## config.mk

```make
export PLATFORM = sky130hd
export DESIGN_NAME = cdb_arbiter
export DESIGN_NICKNAME = d
export VERILOG_FILES = /design/src/rtl/cdb_arbiter_pkg.sv /design/src/rtl/cdb_fifo.sv /design/src/rtl/cdb_arbiter.sv
export SDC_FILE = /design/constraint.sdc
export NUM_CORES = 1
export LEC_CHECK = 0
export CAP_MARGIN = 30
export CORE_AREA = 5 5 344 346
export CTS_BUF_LIST = sky130_fd_sc_hd__clkbuf_4 sky130_fd_sc_hd__clkbuf_8
export CTS_CLUSTER_SIZE = 25
export DETAILED_ROUTE_END_ITERATION = 8
export DIE_AREA = 0 0 349 351
export SYNTH_ARGS = -nofsm -noshare
export SYNTH_HDL_FRONTEND = slang
export SYNTH_HIERARCHICAL = 1
export SYNTH_SLANG_ARGS = --single-unit
```

## constraint.sdc

```tcl
create_clock -name clk -period 22.1 [get_ports clk]
set_input_delay 4.42 -clock clk [delete_from_list [all_inputs] [get_ports clk]]
set_output_delay 4.42 -clock clk [all_outputs]
set_load 0.005 [all_outputs]
```

## src/rtl/cdb_arbiter_pkg.sv

```systemverilog
// cdb_arbiter_pkg
// Shared definitions for the common-data-bus arbiter and its source FIFOs.
//   cdb_src_e  : identifies which producer owns a CDB broadcast slot.
//   CDB_VAL_W  : width of the result value and branch-target fields.
//   other_src  : returns the opposite source, used for round-robin rotation.
package cdb_arbiter_pkg;

    typedef enum logic {
        CDB_SRC_ALU = 1'b0,
        CDB_SRC_LSB = 1'b1
    } cdb_src_e;

    localparam int unsigned CDB_VAL_W = 32;

    function automatic cdb_src_e other_src(input cdb_src_e src);
        cdb_src_e result;
        case (src)
            CDB_SRC_ALU: result = CDB_SRC_LSB;
            CDB_SRC_LSB: result = CDB_SRC_ALU;
            default:     result = CDB_SRC_ALU;
        endcase
        return result;
    endfunction

endpackage

```

## src/rtl/cdb_fifo.sv

```systemverilog
// cdb_fifo
// Small synchronous FIFO buffering results from one producer until the
// arbiter grants that producer the CDB.
// Ports:
//   clk, rst  : clock, asynchronous active-high reset
//   flush     : synchronous empty; overrides push and pop
//   push      : write request, refused when full (full taken from the
//               registered count, even if a pop happens in the same cycle)
//   pop       : read request, ignored when empty
//   wr_data   : entry to write
//   rd_data   : head entry (combinational from storage)
//   full      : count == DEPTH
//   empty     : count == 0
module cdb_fifo
    import cdb_arbiter_pkg::*;
#(
    parameter int unsigned DEPTH = 4,
    parameter int unsigned WIDTH = 8
) (
    input  logic             clk,
    input  logic             rst,
    input  logic             flush,
    input  logic             push,
    input  logic             pop,
    input  logic [WIDTH-1:0] wr_data,
    output logic [WIDTH-1:0] rd_data,
    output logic             full,
    output logic             empty
);

    localparam int unsigned PTR_W = $clog2(DEPTH);
    localparam int unsigned CNT_W = PTR_W + 1;

    logic [WIDTH-1:0] mem_r [DEPTH];
    logic [PTR_W-1:0] wr_ptr_r;
    logic [PTR_W-1:0] rd_ptr_r;
    logic [CNT_W-1:0] count_r;

    logic full_s;
    logic empty_s;
    logic push_ok_s;
    logic pop_ok_s;

    assign full_s    = (count_r == CNT_W'(DEPTH));
    assign empty_s   = (count_r == CNT_W'(0));
    assign push_ok_s = push & ~full_s & ~flush;
    assign pop_ok_s  = pop & ~empty_s & ~flush;

    assign rd_data = mem_r[rd_ptr_r];
    assign full    = full_s;
    assign empty   = empty_s;

    // Pointer and occupancy bookkeeping; pointers wrap naturally at DEPTH.
    always_ff @(posedge clk or posedge rst) begin
        if (rst) begin
            wr_ptr_r <= PTR_W'(0);
            rd_ptr_r <= PTR_W'(0);
            count_r  <= CNT_W'(0);
        end else if (flush) begin
            wr_ptr_r <= PTR_W'(0);
            rd_ptr_r <= PTR_W'(0);
            count_r  <= CNT_W'(0);
        end else begin
            if (push_ok_s) begin
                wr_ptr_r <= wr_ptr_r + PTR_W'(1);
            end
            if (pop_ok_s) begin
                rd_ptr_r <= rd_ptr_r + PTR_W'(1);
            end
            case ({push_ok_s, pop_ok_s})
                2'b10:   count_r <= count_r + CNT_W'(1);
                2'b01:   count_r <= count_r - CNT_W'(1);
                default: count_r <= count_r;
            endcase
        end
    end

    // Entry storage; cleared on reset so the head data is never X.
    always_ff @(posedge clk or posedge rst) begin
        if (rst) begin
            for (int i = 0; i < DEPTH; i++) begin
                mem_r[i] <= WIDTH'(0);
            end
        end else if (push_ok_s) begin
            mem_r[wr_ptr_r] <= wr_data;
        end
    end

endmodule

```

## src/rtl/cdb_arbiter.sv

```systemverilog
// cdb_arbiter
// Shares one registered CDB broadcast slot between the ALU and the LSB load
// path. Each producer feeds a cdb_fifo; a round-robin arbiter pops one entry
// per cycle into the CDB output registers. ROB_roll flushes both FIFOs.
// Ports:
//   clk, rst           : clock, asynchronous active-high reset
//   rdy                : global ready, low freezes pushes, pops and rr
//   ROB_roll           : synchronous flush of all buffered results
//   ALU_*              : ALU result push interface, ALU_stall = FIFO full
//   LSB_load_*         : load result push interface, LSB_stall = FIFO full
//   CDB_*              : registered broadcast (flag valid for one cycle)
module cdb_arbiter
    import cdb_arbiter_pkg::*;
#(
    parameter int unsigned DEPTH = 4,
    parameter int unsigned IDX_W = 4
) (
    input  logic             clk,
    input  logic             rst,
    input  logic             rdy,
    input  logic             ROB_roll,
    input  logic             ALU_flag,
    input  logic [IDX_W-1:0] ALU_ROB_idx,
    input  logic [31:0]      ALU_val,
    input  logic             ALU_jump_flag,
    input  logic [31:0]      ALU_jump_PC,
    output logic             ALU_stall,
    input  logic             LSB_load_flag,
    input  logic [IDX_W-1:0] LSB_load_ROB_idx,
    input  logic [31:0]      LSB_load_val,
    output logic             LSB_stall,
    output logic             CDB_flag,
    output logic             CDB_src,
    output logic [IDX_W-1:0] CDB_ROB_idx,
    output logic [31:0]      CDB_val,
    output logic             CDB_jump_flag,
    output logic [31:0]      CDB_jump_PC
);

    // Entry layout: {idx, val, jump_flag, jump_PC}
    localparam int unsigned ENTRY_W = IDX_W + CDB_VAL_W + 1 + CDB_VAL_W;

    logic [ENTRY_W-1:0] alu_wr_s;
    logic [ENTRY_W-1:0] lsb_wr_s;
    logic [ENTRY_W-1:0] alu_rd_s;
    logic [ENTRY_W-1:0] lsb_rd_s;
    logic               alu_full_s;
    logic               lsb_full_s;
    logic               alu_empty_s;
    logic               lsb_empty_s;
    logic               alu_push_s;
    logic               lsb_push_s;
    logic               alu_pop_s;
    logic               lsb_pop_s;

    logic               grant_valid_s;
    cdb_src_e           grant_src_s;
    logic [ENTRY_W-1:0] grant_entry_s;
    logic [IDX_W-1:0]   grant_idx_s;
    logic [31:0]        grant_val_s;
    logic               grant_jump_flag_s;
    logic [31:0]        grant_jump_pc_s;

    cdb_src_e           rr_r;
    logic               cdb_flag_r;
    cdb_src_e           cdb_src_r;
    logic [IDX_W-1:0]   cdb_idx_r;
    logic [31:0]        cdb_val_r;
    logic               cdb_jump_flag_r;
    logic [31:0]        cdb_jump_pc_r;

    // Loads never carry branch information, so their jump fields are zero.
    assign alu_wr_s   = {ALU_ROB_idx, ALU_val, ALU_jump_flag, ALU_jump_PC};
    assign lsb_wr_s   = {LSB_load_ROB_idx, LSB_load_val, 1'b0, 32'h0000_0000};
    assign alu_push_s = ALU_flag & rdy & ~ROB_roll;
    assign lsb_push_s = LSB_load_flag & rdy & ~ROB_roll;
    assign alu_pop_s  = grant_valid_s & (grant_src_s == CDB_SRC_ALU);
    assign lsb_pop_s  = grant_valid_s & (grant_src_s == CDB_SRC_LSB);

    cdb_fifo #(.DEPTH(DEPTH), .WIDTH(ENTRY_W)) u_alu_fifo (
        .clk     (clk),
        .rst     (rst),
        .flush   (ROB_roll),
        .push    (alu_push_s),
        .pop     (alu_pop_s),
        .wr_data (alu_wr_s),
        .rd_data (alu_rd_s),
        .full    (alu_full_s),
        .empty   (alu_empty_s)
    );

    cdb_fifo #(.DEPTH(DEPTH), .WIDTH(ENTRY_W)) u_lsb_fifo (
        .clk     (clk),
        .rst     (rst),
        .flush   (ROB_roll),
        .push    (lsb_push_s),
        .pop     (lsb_pop_s),
        .wr_data (lsb_wr_s),
        .rd_data (lsb_rd_s),
        .full    (lsb_full_s),
        .empty   (lsb_empty_s)
    );

    // Grant selection: rr breaks the tie only when both FIFOs hold data.
    always_comb begin
        grant_valid_s = 1'b0;
        grant_src_s   = CDB_SRC_ALU;
        if (rdy && !ROB_roll) begin
            if (!alu_empty_s && !lsb_empty_s) begin
                grant_valid_s = 1'b1;
                grant_src_s   = rr_r;
            end else if (!alu_empty_s) begin
                grant_valid_s = 1'b1;
                grant_src_s   = CDB_SRC_ALU;
            end else if (!lsb_empty_s) begin
                grant_valid_s = 1'b1;
                grant_src_s   = CDB_SRC_LSB;
            end else begin
                grant_valid_s = 1'b0;
                grant_src_s   = CDB_SRC_ALU;
            end
        end else begin
            grant_valid_s = 1'b0;
            grant_src_s   = CDB_SRC_ALU;
        end
    end

    // Head entry of the granted source, split into its fields.
    always_comb begin
        grant_entry_s = alu_rd_s;
        case (grant_src_s)
            CDB_SRC_ALU: grant_entry_s = alu_rd_s;
            CDB_SRC_LSB: grant_entry_s = lsb_rd_s;
            default:     grant_entry_s = alu_rd_s;
        endcase
        {grant_idx_s, grant_val_s, grant_jump_flag_s, grant_jump_pc_s} = grant_entry_s;
    end

    // CDB output registers and round-robin pointer.
    always_ff @(posedge clk or posedge rst) begin
        if (rst) begin
            rr_r            <= CDB_SRC_ALU;
            cdb_flag_r      <= 1'b0;
            cdb_src_r       <= CDB_SRC_ALU;
            cdb_idx_r       <= IDX_W'(0);
            cdb_val_r       <= 32'h0000_0000;
            cdb_jump_flag_r <= 1'b0;
            cdb_jump_pc_r   <= 32'h0000_0000;
        end else if (ROB_roll) begin
            rr_r       <= CDB_SRC_ALU;
            cdb_flag_r <= 1'b0;
        end else if (grant_valid_s) begin
            rr_r            <= other_src(grant_src_s);
            cdb_flag_r      <= 1'b1;
            cdb_src_r       <= grant_src_s;
            cdb_idx_r       <= grant_idx_s;
            cdb_val_r       <= grant_val_s;
            cdb_jump_flag_r <= grant_jump_flag_s;
            cdb_jump_pc_r   <= grant_jump_pc_s;
        end else begin
            // Covers both rdy low and nothing to send; payload holds.
            cdb_flag_r <= 1'b0;
        end
    end

    assign ALU_stall     = alu_full_s;
    assign LSB_stall     = lsb_full_s;
    assign CDB_flag      = cdb_flag_r;
    assign CDB_src       = cdb_src_r;
    assign CDB_ROB_idx   = cdb_idx_r;
    assign CDB_val       = cdb_val_r;
    assign CDB_jump_flag = cdb_jump_flag_r;
    assign CDB_jump_PC   = cdb_jump_pc_r;

endmodule

```

# Word level (Yosys, flattened, before mapping)
# Cells that the tools add are included.
dict set report word_totals {
  ff_bits 638
  in_bits 111
  output_inout_bits 73
}
dict set report op_classes {
  n_addsub 8
  order_cmp 6
  eq_ne 6
  muxes 37
  bitwise_logic 24
  n_reduce_logical 17
}
# operator n
set ops {}
lappend ops {{276-bit bitwise mux} 2}
lappend ops {{69-bit 2-to-1 mux} 6}
lappend ops {{69-bit binary-select mux with 2-bit select} 2}
lappend ops {{69-bit demux with 2-bit select} 2}
lappend ops {{69-bit case mux with 2 select lines} 1}
lappend ops {{2-bit 2-to-1 mux} 8}
lappend ops {{1-bit bitwise AND} 14}
lappend ops {{3-bit >= comparator, second input constant} 4}
lappend ops {{2-bit inverter with 3-bit output} 4}
lappend ops {{3-bit case mux with 2 select lines} 2}
lappend ops {{1-bit 2-to-1 mux} 11}
lappend ops {{2-bit nonzero test} 5}
lappend ops {{2-bit by 1-bit adder with 2-bit output, second input constant} 4}
lappend ops {{3-bit by 1-bit adder with 3-bit output, second input constant} 2}
lappend ops {{3-bit == test, second input constant} 2}
lappend ops {{3-bit zero test} 2}
lappend ops {{3-bit by 1-bit less-than comparator with 1-bit output, second input constant} 2}
lappend ops {{3-bit 2-to-1 mux} 2}
lappend ops {{1-bit inverter} 6}
lappend ops {{3-bit nonzero test} 2}
lappend ops {{3-bit by 1-bit subtractor with 3-bit output, second input constant} 2}
lappend ops {{2-bit by 1-bit == test with 1-bit output, second input constant} 2}
lappend ops {{2-bit == test, second input constant} 2}
lappend ops {{1-bit logical AND} 4}
lappend ops {{other kinds (3)} 5}

# Logic depth before layout (Yosys ltp)
# Gate-level depths: netlist (run 1).
dict set report logic_depth {
  word_depth 12
  ltp_mapped 14
}

# Hierarchy
# Netlist (run 1), hierarchy kept.
# mod n_inst cells_per_inst area_per_inst_um2
set modules_own_cells {}
lappend modules_own_cells {cdb_fifo 2 730 12444.4}
lappend modules_own_cells {cdb_arbiter 1 333 3548.4}

# Worst setup path before layout (run 1)
# No wires, ideal clock.
dict set report synth_timing {
  path_type {input -> register}
  from {input rdy}
  to {register u_alu_fifo.count_r[1]}
  setup_ns 0.140
  arrival_time_ns 6.558
  required_time_ns 21.960
  setup_slack_ns 15.401
  stages 11
  n_path_buf 3
  cell_sequence {nor2b_1 -> buf_2 -> clkbuf_1 -> and2_1 -> buf_1 -> o21a_1 -> nor3_1 -> fa_1 -> a21boi_0 -> a2111oi_0 -> nor4_1}
}
dict set report synth_between {
  elab_cells_between_ends 16
}
# item line
set synth_lines {}
lappend synth_lines {{from (decl)} cdb_arbiter.sv:20} ;# input logic rdy,
lappend synth_lines {{1-bit bitwise AND * (2 in series)} cdb_arbiter.sv:75} ;# assign alu_push_s = ALU_flag & rdy & ~ROB_roll;
lappend synth_lines {{net alu_push_s} cdb_arbiter.sv:51} ;# logic alu_push_s;
lappend synth_lines {{1-bit bitwise AND * (2 in series)} cdb_fifo.sv:46} ;# assign push_ok_s = push & ~full_s & ~flush;
lappend synth_lines {{2-bit by 1-bit == test with 1-bit output or 2-bit == test (tied branches)} cdb_fifo.sv:70} ;# case ({push_ok_s, pop_ok_s})
lappend synth_lines {{3-bit case mux with 2 select lines} cdb_fifo.sv:70}
lappend synth_lines {{3-bit 2-to-1 mux} cdb_fifo.sv:59} ;# end else if (flush) begin
lappend synth_lines {{to (signal assigned)} cdb_fifo.sv:71} ;# 2'b10: count_r <= count_r + CNT_W'(1);
lappend synth_lines {{to (signal assigned)} cdb_fifo.sv:72} ;# 2'b01: count_r <= count_r - CNT_W'(1);
lappend synth_lines {{to (signal assigned)} cdb_fifo.sv:73} ;# default: count_r <= count_r;
lappend synth_lines {{to (decl)} cdb_fifo.sv:37} ;# logic [CNT_W-1:0] count_r;
# Mark *: on every way through the listed nets, which the timed path passes. The rest lies on a longest branch.
# A chain may end at the register's enable or synchronous reset.

# Final worst setup path (run 1)
dict set report layout_timing {
  from {input ROB_roll}
  to {register u_lsb_fifo/mem_r[119] (netlist bit)}
}
dict set report layout_between {
  elab_chain_cells 4
}
# item line
set layout_lines {}
lappend layout_lines {{from (decl)} cdb_arbiter.sv:21} ;# input logic ROB_roll,
lappend layout_lines {{1-bit inverter (no line)} n/a}
lappend layout_lines {{1-bit bitwise AND} cdb_arbiter.sv:76} ;# assign lsb_push_s = LSB_load_flag & rdy & ~ROB_roll;
lappend layout_lines {{net lsb_push_s} cdb_arbiter.sv:52} ;# logic lsb_push_s;
lappend layout_lines {{1-bit bitwise AND (2 in series)} cdb_fifo.sv:46}
lappend layout_lines {{to (signal, indexed assignment)} cdb_fifo.sv:85} ;# mem_r[wr_ptr_r] <= wr_data;
lappend layout_lines {{to (decl)} cdb_fifo.sv:34} ;# logic [WIDTH-1:0] mem_r [DEPTH];
# The timed path passes the listed nets, and every way through them passes these cells.

==> summary.txt, run 1 <==
Logic synthesis
  • Register bit total from synthesis: 638
  • Xor and xnor area share after synthesis: 0.00246
  • Area leader, netlist: dfrtp_1
  • Cell variety after synth: 47
  • Top cells by area, synth: dfrtp_1, mux2_2, mux4_2
  • EDFF count, synth: 0
  • Avg Cell Area, Syn: 15.9 µm²
  • Netlist Area Pre-Place: 28400 µm²
  • Dominant cell by count in the synthesized netlist: dfrtp_1
  • Mux contribution to synthesized area: 0.331
  • Ys flop type: dfrtp_1
  • Post-synthesis adder-cell area fraction: 0.00493
  • Ys async rst share: 1.00
  • Synthesized instance count: 1793
  • Warnings from Yosys: 6
  • Simple-gate share of the synthesized area: 0.0128
  • Largest family of logic cells by synthesized area: multiplexers
  • Synth Area in Compound Gates: 0.0546
  • Post-synthesis sequential area ratio: 0.561
  • Top cells by count, synth: dfrtp_1, mux2_2, mux4_2, buf_2, inv_1
  • Area share of the largest cell type after synthesis: 0.561

Drt
  • Drt initial violations: 719
  • Drt drc: 0
  • Vias: 16500
  • 1st-pass router iterations: 6
  • Routed Antenna Nets: 0
  • Final wirelength: 75.6 mm
  • Via/cell ratio: 4.42
  • WL per Instance: 20.3 µm

STA
  • Slew Viols, Final: 0
  • Final Hold Viols: 0
  • Final min period: 7.75 ns
  • Final setup fails: 0
  • Worst slew pin tran: 0.995 ns
  • Fmax: 0.129 GHz
  • Setup_tns: 0 ns
  • Unrepaired setup endpoints after global routing: no
  • Worst Clk Skew: 0.0494 ns
  • Slew HR: 0.337
  • Final period util: 0.351

Pwr
  • P_leak: 15.7 nW
  • VDD IR max: 0.0000397 V
  • PwrDens: 90.9 nW/µm²

Floorplan
  • Die Area: 122000 µm²
  • Initial core utilization: 0.247
  • Die H: 351 µm
  • Io pins: 184
  • Row Count: 125
  • Die extent in x: 349 µm
  • Core area: 115000 µm²

Critical path
  • CP Data Required Time: 22.70 ns
  • Worst Path Arrival: 8.34 ns
  • Crit-path max FO: 73
  • Crit start category: primary input
  • Setup CP Type: primary input to flop
  • Register-to-Register Path Depth: 11
  • Crit end category: flop

Cells and area
  • Final core occ: 0.300
  • Ratio of cells with drive above 1 in the final layout: 0.422
  • Fillers: 11600
  • Area growth, synth to finish: 21.6%
  • Final #Nets: 2229

Clocking
  • Hold_buf cts: 0
  • Clk slew on worst S/H paths: 0.06 ns
  • # resized after CTS: 0
  • CTS buffer count: 107
  • Worst skew pair latency: 0.73 ns
  • CTS tree: done
  • Postcts setup bufs: 0
  • Root Buffer: clkbuf_8
  • H-tree depth: 3
  • Total clock sinks: 638
  • Clock Path Buffers: 3

GRT
  • Gr ovfl total: 0
  • Initial antenna violation count: 25
  • Pin count of the biggest net entering global routing: 114
  • First-pass GRT wire length: 115 mm
  • Total track usage: 0.123
  • Vias in the first global route: 17900

Placement
  • Number of port buffers: 183
  • Routability cong.: 0.695
  • Post-DP HPWL: 47.5 mm

Run status
  • Outcome: completed

Worst hold path
  • Worst hold stages: 1
  • Hold WC Path Type: flop to flop

Job
  • Maxcap violations: 0
kinds of logic (layout without fill, tap and decap cells):
group | Yosys count | in the layout
AO/OA/AOI/OAI | 204 | 204
XOR/XNOR | 8 | 8
adder cells (fa/ha/maj) | 10 | 10
buffers and inverters | 183 | 445
flip-flops | 638 | 638
multiplexers | 692 | 692
other | 1 | 145
AND/OR/NAND/NOR | 57 | 57
worst paths after layout:
path	start	end	slack (ns)
worst max-delay path	ROB_roll	u_lsb_fifo/mem_r[119]	14.35
worst min register to register	u_lsb_fifo/mem_r[68]	u_lsb_fifo/mem_r[68]	0.49
worst min-delay path	u_lsb_fifo/mem_r[68]	u_lsb_fifo/mem_r[68]	0.49
worst max register to register	u_lsb_fifo/count_r[0]	u_alu_fifo/count_r[1]	17.99
min in group asynchronous	rst	CDB_val[4]	4.40
max in group asynchronous	rst	u_alu_fifo/rd_ptr_r[1]	15.43
where the power goes:
group          internal, mW  total [mW]  switching (mW)
clock                 0.641        1.12           0.483
combinational         0.339       0.556           0.217
sequential             1.35        1.46           0.113
total                  2.33        3.14           0.814
state kept, by name (all words and copies together), names as in the netlist:
register,count
CDB_src,1
u_lsb_fifo/count_r,3
u_lsb_fifo/mem_r,276
CDB_jump_PC,32
CDB_jump_flag,1
u_alu_fifo/wr_ptr_r,2
CDB_ROB_idx,4
CDB_flag,1
u_alu_fifo/rd_ptr_r,2
rr_r,1
CDB_val,32
u_lsb_fifo/rd_ptr_r,2
u_lsb_fifo/wr_ptr_r,2
u_alu_fifo/count_r,3
u_alu_fifo/mem_r,276
through the flow:
step | hold WS (ns) | instances | setup slack (ns) | total power, mW | cell area, µm²
after floorplan | 0.459 | 1924 | 9.87 | 1.75 | 28900
after global placement | 0.470 | 3523 | 13.60 | 2.03 | 32200
after detailed placement | 0.478 | 3523 | 13.57 | 2.05 | 32200
after CTS | 0.490 | 3710 | 14.39 | 3.20 | 34500
after global routing | 0.509 | 3713 | 14.20 | 3.31 | 34500
final | 0.489 | 3723 | 14.35 | 3.14 | 34600
per-layer routing:
layer,vias to the layer above,part of all wire,track usage
li1,7281,-,-
met1,8760,0.43,0.154
met2,295,0.50,0.211
met3,119,0.050,0.0299
met4,14,0.020,0.0355
met5,-,0.0012,0
cells in the final DEF, fill, tap and decap left out, types with 5 or more instances in the layout:
cell type	count
nand2_1	9
clkdlybuf4s50_1	183
clkbuf_8	134
mux2_1	10
o21ai_0	39
a21boi_0	38
ha_1	8
clkbuf_4	37
conb_1	132
mux4_2	138
inv_1	43
nand2_4	9
inv_8	5
o211ai_1	33
o2111ai_1	33
dfrtp_1	634
clkinv_2	6
buf_4	28
a21oi_1	8
a221o_1	36
nor2_1	8
or3_1	5
mux2_4	20
diode_2	13
mux2_2	522
worst max-delay path, cell delays in order:
cell and delay [ns]:
clkdlybuf4s50_1 0.39, buf_4 0.22, nor2b_4 0.12, buf_4 0.73, and2_1 0.51, nor3b_4 0.50, nand2_4 0.47, buf_4 0.51
mux2_2 0.37
layout make-up:
type | count | area [µm²] | share of cell area
Clock buffer | 171 | 2120 | 0.0614
Inverter | 47 | 194 | 0.00561
Sequential cell | 638 | 16000 | 0.462
Antenna cell | 13 | 32.5 | 0.000941
Timing Repair Buffer | 211 | 2040 | 0.0591
Clock inverter | 16 | 194 | 0.00561
Multi-Input combinational cell | 1103 | 12100 | 0.350
Tap cell | 1524 | 1910 | 0.0552
(Power assumes the default switching activity.)
==> run 2, diff against run 1 <==
- clock period: 22.1 -> 7.51 ns (I/O delays scaled with it)
==> run 2 against run 1 <==
Against the previous run: core utilization up 0.17 points; routed wire length down 2.9%; sequential cell count unchanged; worst setup slack worse by 12 ns; clock skew down 0.018 ns; register-to-register slack worse by 15 ns; critical endpoint is now u_alu_fifo/count_r[1]; largest power group unchanged.
==> summary.txt, run 2 (synthesized netlist as in run 1, its figures left out) <==
Run status
  • Outcome: completed

GRT
  • Vias in the first global route: 18000
  • Initial antenna violation count: 18
  • First-pass GRT wire length: 114 mm
  • Pin count of the biggest net entering global routing: 160
  • Total track usage: 0.120
  • Gr ovfl total: 0

STA
  • Slew HR: 0.316
  • Final setup fails: 0
  • Unrepaired setup endpoints after global routing: no
  • Fmax: 0.197 GHz
  • Final worst-path setup slack: 2.43 ns
  • Final min period: 5.08 ns
  • Worst slew pin tran: 1.03 ns
  • Slew Viols, Final: 0
  • Final Hold Viols: 0
  • Final period util: 0.677
  • Hold_ws: 0.484 ns
  • Worst Clk Skew: 0.0313 ns
  • Setup_tns: 0 ns

Clocking
  • CTS buffer count: 107
  • Worst skew pair latency: 0.71 ns
  • Clock Path Buffers: 3
  • CTS tree: done
  • Total clock sinks: 638
  • Hold_buf cts: 0
  • H-tree depth: 3
  • Postcts setup bufs: 0
  • Root Buffer: clkbuf_8
  • Clk slew on worst S/H paths: 0.07 ns
  • # resized after CTS: 0

Critical path
  • Flop2flop setup slack: 2.99 ns
  • CP Data Required Time: 8.09 ns
  • Reg2reg start: u_alu_fifo/count_r[1]
  • Setup CP Type: primary input to flop
  • Buf/Inv on CP: 4
  • Critical Path Most Common Cell: buf_4
  • Reg-to-Reg End: u_lsb_fifo/count_r[1]
  • Crit start category: primary input
  • Crit end category: flop
  • Critical path, cell by cell: clkdlybuf4s50_1 > buf_4 > nor2b_4 > buf_4 > o211a_2 > buf_4 > nand2_1 > nor3_1 > fa_1 > a21boi_0 > a2111oi_0 > nor4_1
  • CP endpoint: u_alu_fifo/count_r[1]
  • Crit-path max FO: 44
  • Crit path max-delay family: buffers and inverters
  • WP depth: 12
  • Worst Path Arrival: 5.67 ns
  • Register-to-Register Path Depth: 13
  • Critical-path top delay cell: nor2b_4
  • Crit path launch: ROB_roll
  • Critical Path Max Stage Delay: 0.72 ns

Drt
  • Routed Antenna Nets: 0
  • Drt drc: 0
  • WL per Instance: 19.7 µm
  • Via/cell ratio: 4.42
  • Drt initial violations: 802
  • Vias: 16500
  • 1st-pass router iterations: 5
  • Final wirelength: 73.4 mm

Placement
  • Placed cell count: 3523
  • Post-placement cell area: 32300 µm²
  • Routability cong.: 0.720
  • Pre-CTS setup slack: 1.70 ns
  • Post-DP HPWL: 46.8 mm
  • Number of port buffers: 183

Floorplan
  • Row Count: 125
  • Io pins: 184
  • Die extent in x: 349 µm
  • Core area: 115000 µm²
  • Initial core utilization: 0.247
  • Die Area: 122000 µm²
  • Die H: 351 µm

Cells and area
  • Most frequent cells in the layout: dfrtp_1, mux2_2, clkdlybuf4s50_1, clkbuf_8, mux4_2
  • Post-route cell area: 34800 µm²
  • Final #Nets: 2231
  • Area growth, synth to finish: 22.2%
  • Top Registers: u_alu_fifo/mem_r: 276 flops, u_lsb_fifo/mem_r: 276 flops
  • Most common cell after layout, fill and taps aside: dfrtp_1
  • Ratio of cells with drive above 1 in the final layout: 0.426
  • Fin cells: 3733

Pwr
  • PwrDens: 269 nW/µm²
  • VDD IR max: 0.000133 V
  • P_leak: 15.7 nW

Worst hold path
  • Hold WC Path Type: flop to flop

Job
  • Maxcap violations: 0
run 2: layer usage:
layer	GRT usage	vias to the layer above	routed length [µm]
met3	0.0266	125	3320
met4	0.0408	8	1820
li1	-	7291	-
met5	0	-	54
met1	0.160	8741	33400
met2	0.194	342	34800
run 2: cell type report:
type	instances	area, µm²
Antenna cell	10	25.0
Inverter	47	186
Fill cell	11600	80400
Clock inverter	21	204
Timing Repair Buffer	213	2150
Multi-Input combinational cell	1103	12100
Clock buffer	177	2210
Sequential cell	638	16000
Tap cell	1524	1910
run 2: worst min path at each step:
stage / from / to / slack [ns] / cells after the start
2_1_floorplan: u_alu_fifo/mem_r[139] / u_alu_fifo/mem_r[139] / 0.46 / 1
3_3_place_gp: u_lsb_fifo/mem_r[68] / u_lsb_fifo/mem_r[68] / 0.47 / 1
3_5_place_dp: u_lsb_fifo/mem_r[68] / u_lsb_fifo/mem_r[68] / 0.48 / 1
4_1_cts: u_lsb_fifo/mem_r[68] / u_lsb_fifo/mem_r[68] / 0.49 / 1
5_1_grt: u_lsb_fifo/mem_r[102] / u_lsb_fifo/mem_r[102] / 0.50 / 1
6_report: u_lsb_fifo/mem_r[68] / u_lsb_fifo/mem_r[68] / 0.48 / 1
run 2: power breakdown:
part | internal, mW | switching, mW | leakage, nW
Combinational | 1.00 | 0.640 | 6.03
Sequential | 3.96 | 0.351 | 8.43
Clock | 1.96 | 1.43 | 1.29
run 2: metrics by stage:
stage	power [mW]	utilization
finish	9.35	0.302
global route	9.85	0.302
floorplan	5.15	-
CTS	9.52	0.301
detailed placement	6.04	0.280
global placement	6.01	0.280
run 2: worst reg2reg max path: stages, from the launching register on:
cell       delay [ns]
dfrtp_1          0.51
or3_1            0.48
inv_1            0.22
nor2_4           0.11
buf_12           0.17
or3_2            0.83
inv_2            0.13
buf_4            0.46
nand2_1          0.18
nor3_1           0.26
fa_1             0.46
a21boi_0         0.13
a2111oi_0        0.33
nor4_1           0.09
==> run 3, diff against run 2 <==
- clock period: 7.51 -> 5.1 ns (I/O delays scaled with it)
==> run 3 against run 2 <==
Against the previous run: first-iteration DRC count rose by 7.0%; final area rose by 0.31%; critical path depth fell by 1; power rose by 46%; register-to-register slack got worse by 1.5 ns; worst setup slack got worse by 0.97 ns; sequential power rose by 46%; die area did not move; combinational power rose by 51%; count of clock-buffer cells in the layout did not move; routed wire length rose by 4.0%; sequential share of layout area fell by 0.14 points; highest routed layer unchanged; critical endpoint is now u_lsb_fifo/count_r[2].
==> summary.txt, run 3 (synthesized netlist as in run 1, its figures left out) <==
Clocking
  • Root Buffer: clkbuf_8
  • Worst skew pair latency: 0.73 ns
  • Hold_buf cts: 0
  • Postcts setup bufs: 0
  • CTS buffer count: 107
  • Total clock sinks: 638
  • Clk slew on worst S/H paths: 0.06 ns
  • # resized after CTS: 0
  • CTS tree: done
  • H-tree depth: 3
  • Clock Path Buffers: 3

Cells and area
  • Post-route cell area: 34900 µm²
  • Fin cells: 3737
  • Area growth, synth to finish: 22.6%
  • Ratio of cells with drive above 1 in the final layout: 0.427
  • Most frequent cells in the layout: dfrtp_1, mux2_2, clkdlybuf4s50_1, mux4_2, clkbuf_8
  • Final #Nets: 2243
  • Top Registers: u_alu_fifo/mem_r: 276 flops, u_lsb_fifo/mem_r: 276 flops
  • Fillers: 11600
  • Most common cell after layout, fill and taps aside: dfrtp_1
  • Final core occ: 0.303

Critical path
  • Register-to-Register Path Depth: 11
  • Reg2reg start: u_alu_fifo/count_r[1]
  • Reg-to-Reg End: u_lsb_fifo/count_r[2]
  • Critical path, cell by cell: or3_1 > inv_1 > nor2_4 > or3_2 > buf_4 > inv_2 > buf_4 > or3b_2 > nand2_1 > o21ai_0 > a221oi_1
  • Crit end category: flop
  • Crit path launch: u_alu_fifo/count_r[1]
  • Critical Path Most Common Cell: buf_4
  • Critical-path top delay cell: buf_4
  • Critical Path Max Stage Delay: 0.52 ns
  • Setup CP Type: flop to flop
  • CP Data Required Time: 5.69 ns
  • Crit-path max FO: 43
  • Flop2flop setup slack: 1.46 ns
  • Crit start category: flop
  • CP endpoint: u_lsb_fifo/count_r[2]
  • Worst Path Arrival: 4.24 ns

STA
  • Final period util: 0.714
  • Unrepaired setup endpoints after global routing: no
  • Final min period: 3.64 ns
  • Final setup fails: 0
  • Slew Viols, Final: 0
  • Final worst-path setup slack: 1.46 ns
  • Final Hold Viols: 0
  • Setup_tns: 0 ns
  • Worst Clk Skew: 0.0536 ns
  • Hold_ws: 0.485 ns
  • Slew HR: 0.402
  • Fmax: 0.274 GHz
  • Worst slew pin tran: 0.897 ns

GRT
  • First-pass GRT wire length: 118 mm
  • Pin count of the biggest net entering global routing: 125
  • Total track usage: 0.125
  • Gr ovfl total: 0
  • Initial antenna violation count: 17
  • Vias in the first global route: 18500

Drt
  • Drt initial violations: 858
  • Drt drc: 0
  • Final wirelength: 76.3 mm
  • Via/cell ratio: 4.50
  • WL per Instance: 20.4 µm
  • Routed Antenna Nets: 0
  • Vias: 16800
  • 1st-pass router iterations: 7

Floorplan
  • Core area: 115000 µm²
  • Die extent in x: 349 µm
  • Io pins: 184
  • Die Area: 122000 µm²
  • Row Count: 125
  • Initial core utilization: 0.247
  • Die H: 351 µm

Worst hold path
  • Hold WC Path Type: flop to flop

Placement
  • Number of port buffers: 183
  • Post-DP HPWL: 48.1 mm
  • Post-placement cell area: 32500 µm²
  • Pre-CTS setup slack: 0.905 ns
  • Placed cell count: 3537
  • Routability cong.: 0.722

Run status
  • Outcome: completed

Pwr
  • P_leak: 15.8 nW
  • PwrDens: 392 nW/µm²
  • VDD IR max: 0.000181 V
  • Total power: 13.7 mW

Job
  • Maxcap violations: 0
-- run 3: cell types whose count changed in the layout (fill, tap and decap cells not counted), sizes merged --
cell	before	now
buf	30	42
clkinv	15	8
clkinvlp	4	2
inv	46	48
bufinv	3	2
-- run 3: worst min-delay path by stage --
stage	cells past startpoint	end	from	slack (ns)
5_1_grt	1	u_alu_fifo/mem_r[68]	u_alu_fifo/mem_r[68]	0.51
6_report	1	u_lsb_fifo/mem_r[139]	u_lsb_fifo/mem_r[139]	0.48
3_5_place_dp	1	u_alu_fifo/mem_r[139]	u_alu_fifo/mem_r[139]	0.48
2_1_floorplan	1	u_alu_fifo/mem_r[139]	u_alu_fifo/mem_r[139]	0.46
3_3_place_gp	1	u_lsb_fifo/mem_r[143]	u_lsb_fifo/mem_r[143]	0.47
4_1_cts	1	u_alu_fifo/mem_r[139]	u_alu_fifo/mem_r[139]	0.49
-- run 3: critical path: cells and delay by family, from the launching register on --
kind                   cells  cell delay [ns]
buffers and inverters      4             1.11
AND/OR/NAND/NOR            5             1.52
flip-flops                 1             0.51
AO/OA/AOI/OAI              2             0.36
-- run 3: area by class of cell --
class                      count  area, µm²  share of cell area
clock buffer                 177       2180              0.0625
antenna                       10       25.0            0.000718
multi-input combinational   1103      12100               0.347
timing repair buffer         225       2340              0.0670
clock inverter                13        151             0.00434
inverter                      47        186             0.00535
tap                         1524       1910              0.0547
sequential                   638      16000               0.458
-- run 3: per-layer routing --
metal  global-route usage  share of wire  vias up
li1                     -              -     7299
met1                0.163           0.45     8999
met2                0.207           0.48      376
met3               0.0267          0.047      120
met4               0.0397          0.023        8
met5                    0        0.00063        -
-- run 3: report_power, final --
part	switching (mW)	internal (mW)
logic	0.987	1.48
clock network	2.11	2.79
registers	0.473	5.84
total	3.57	10.1
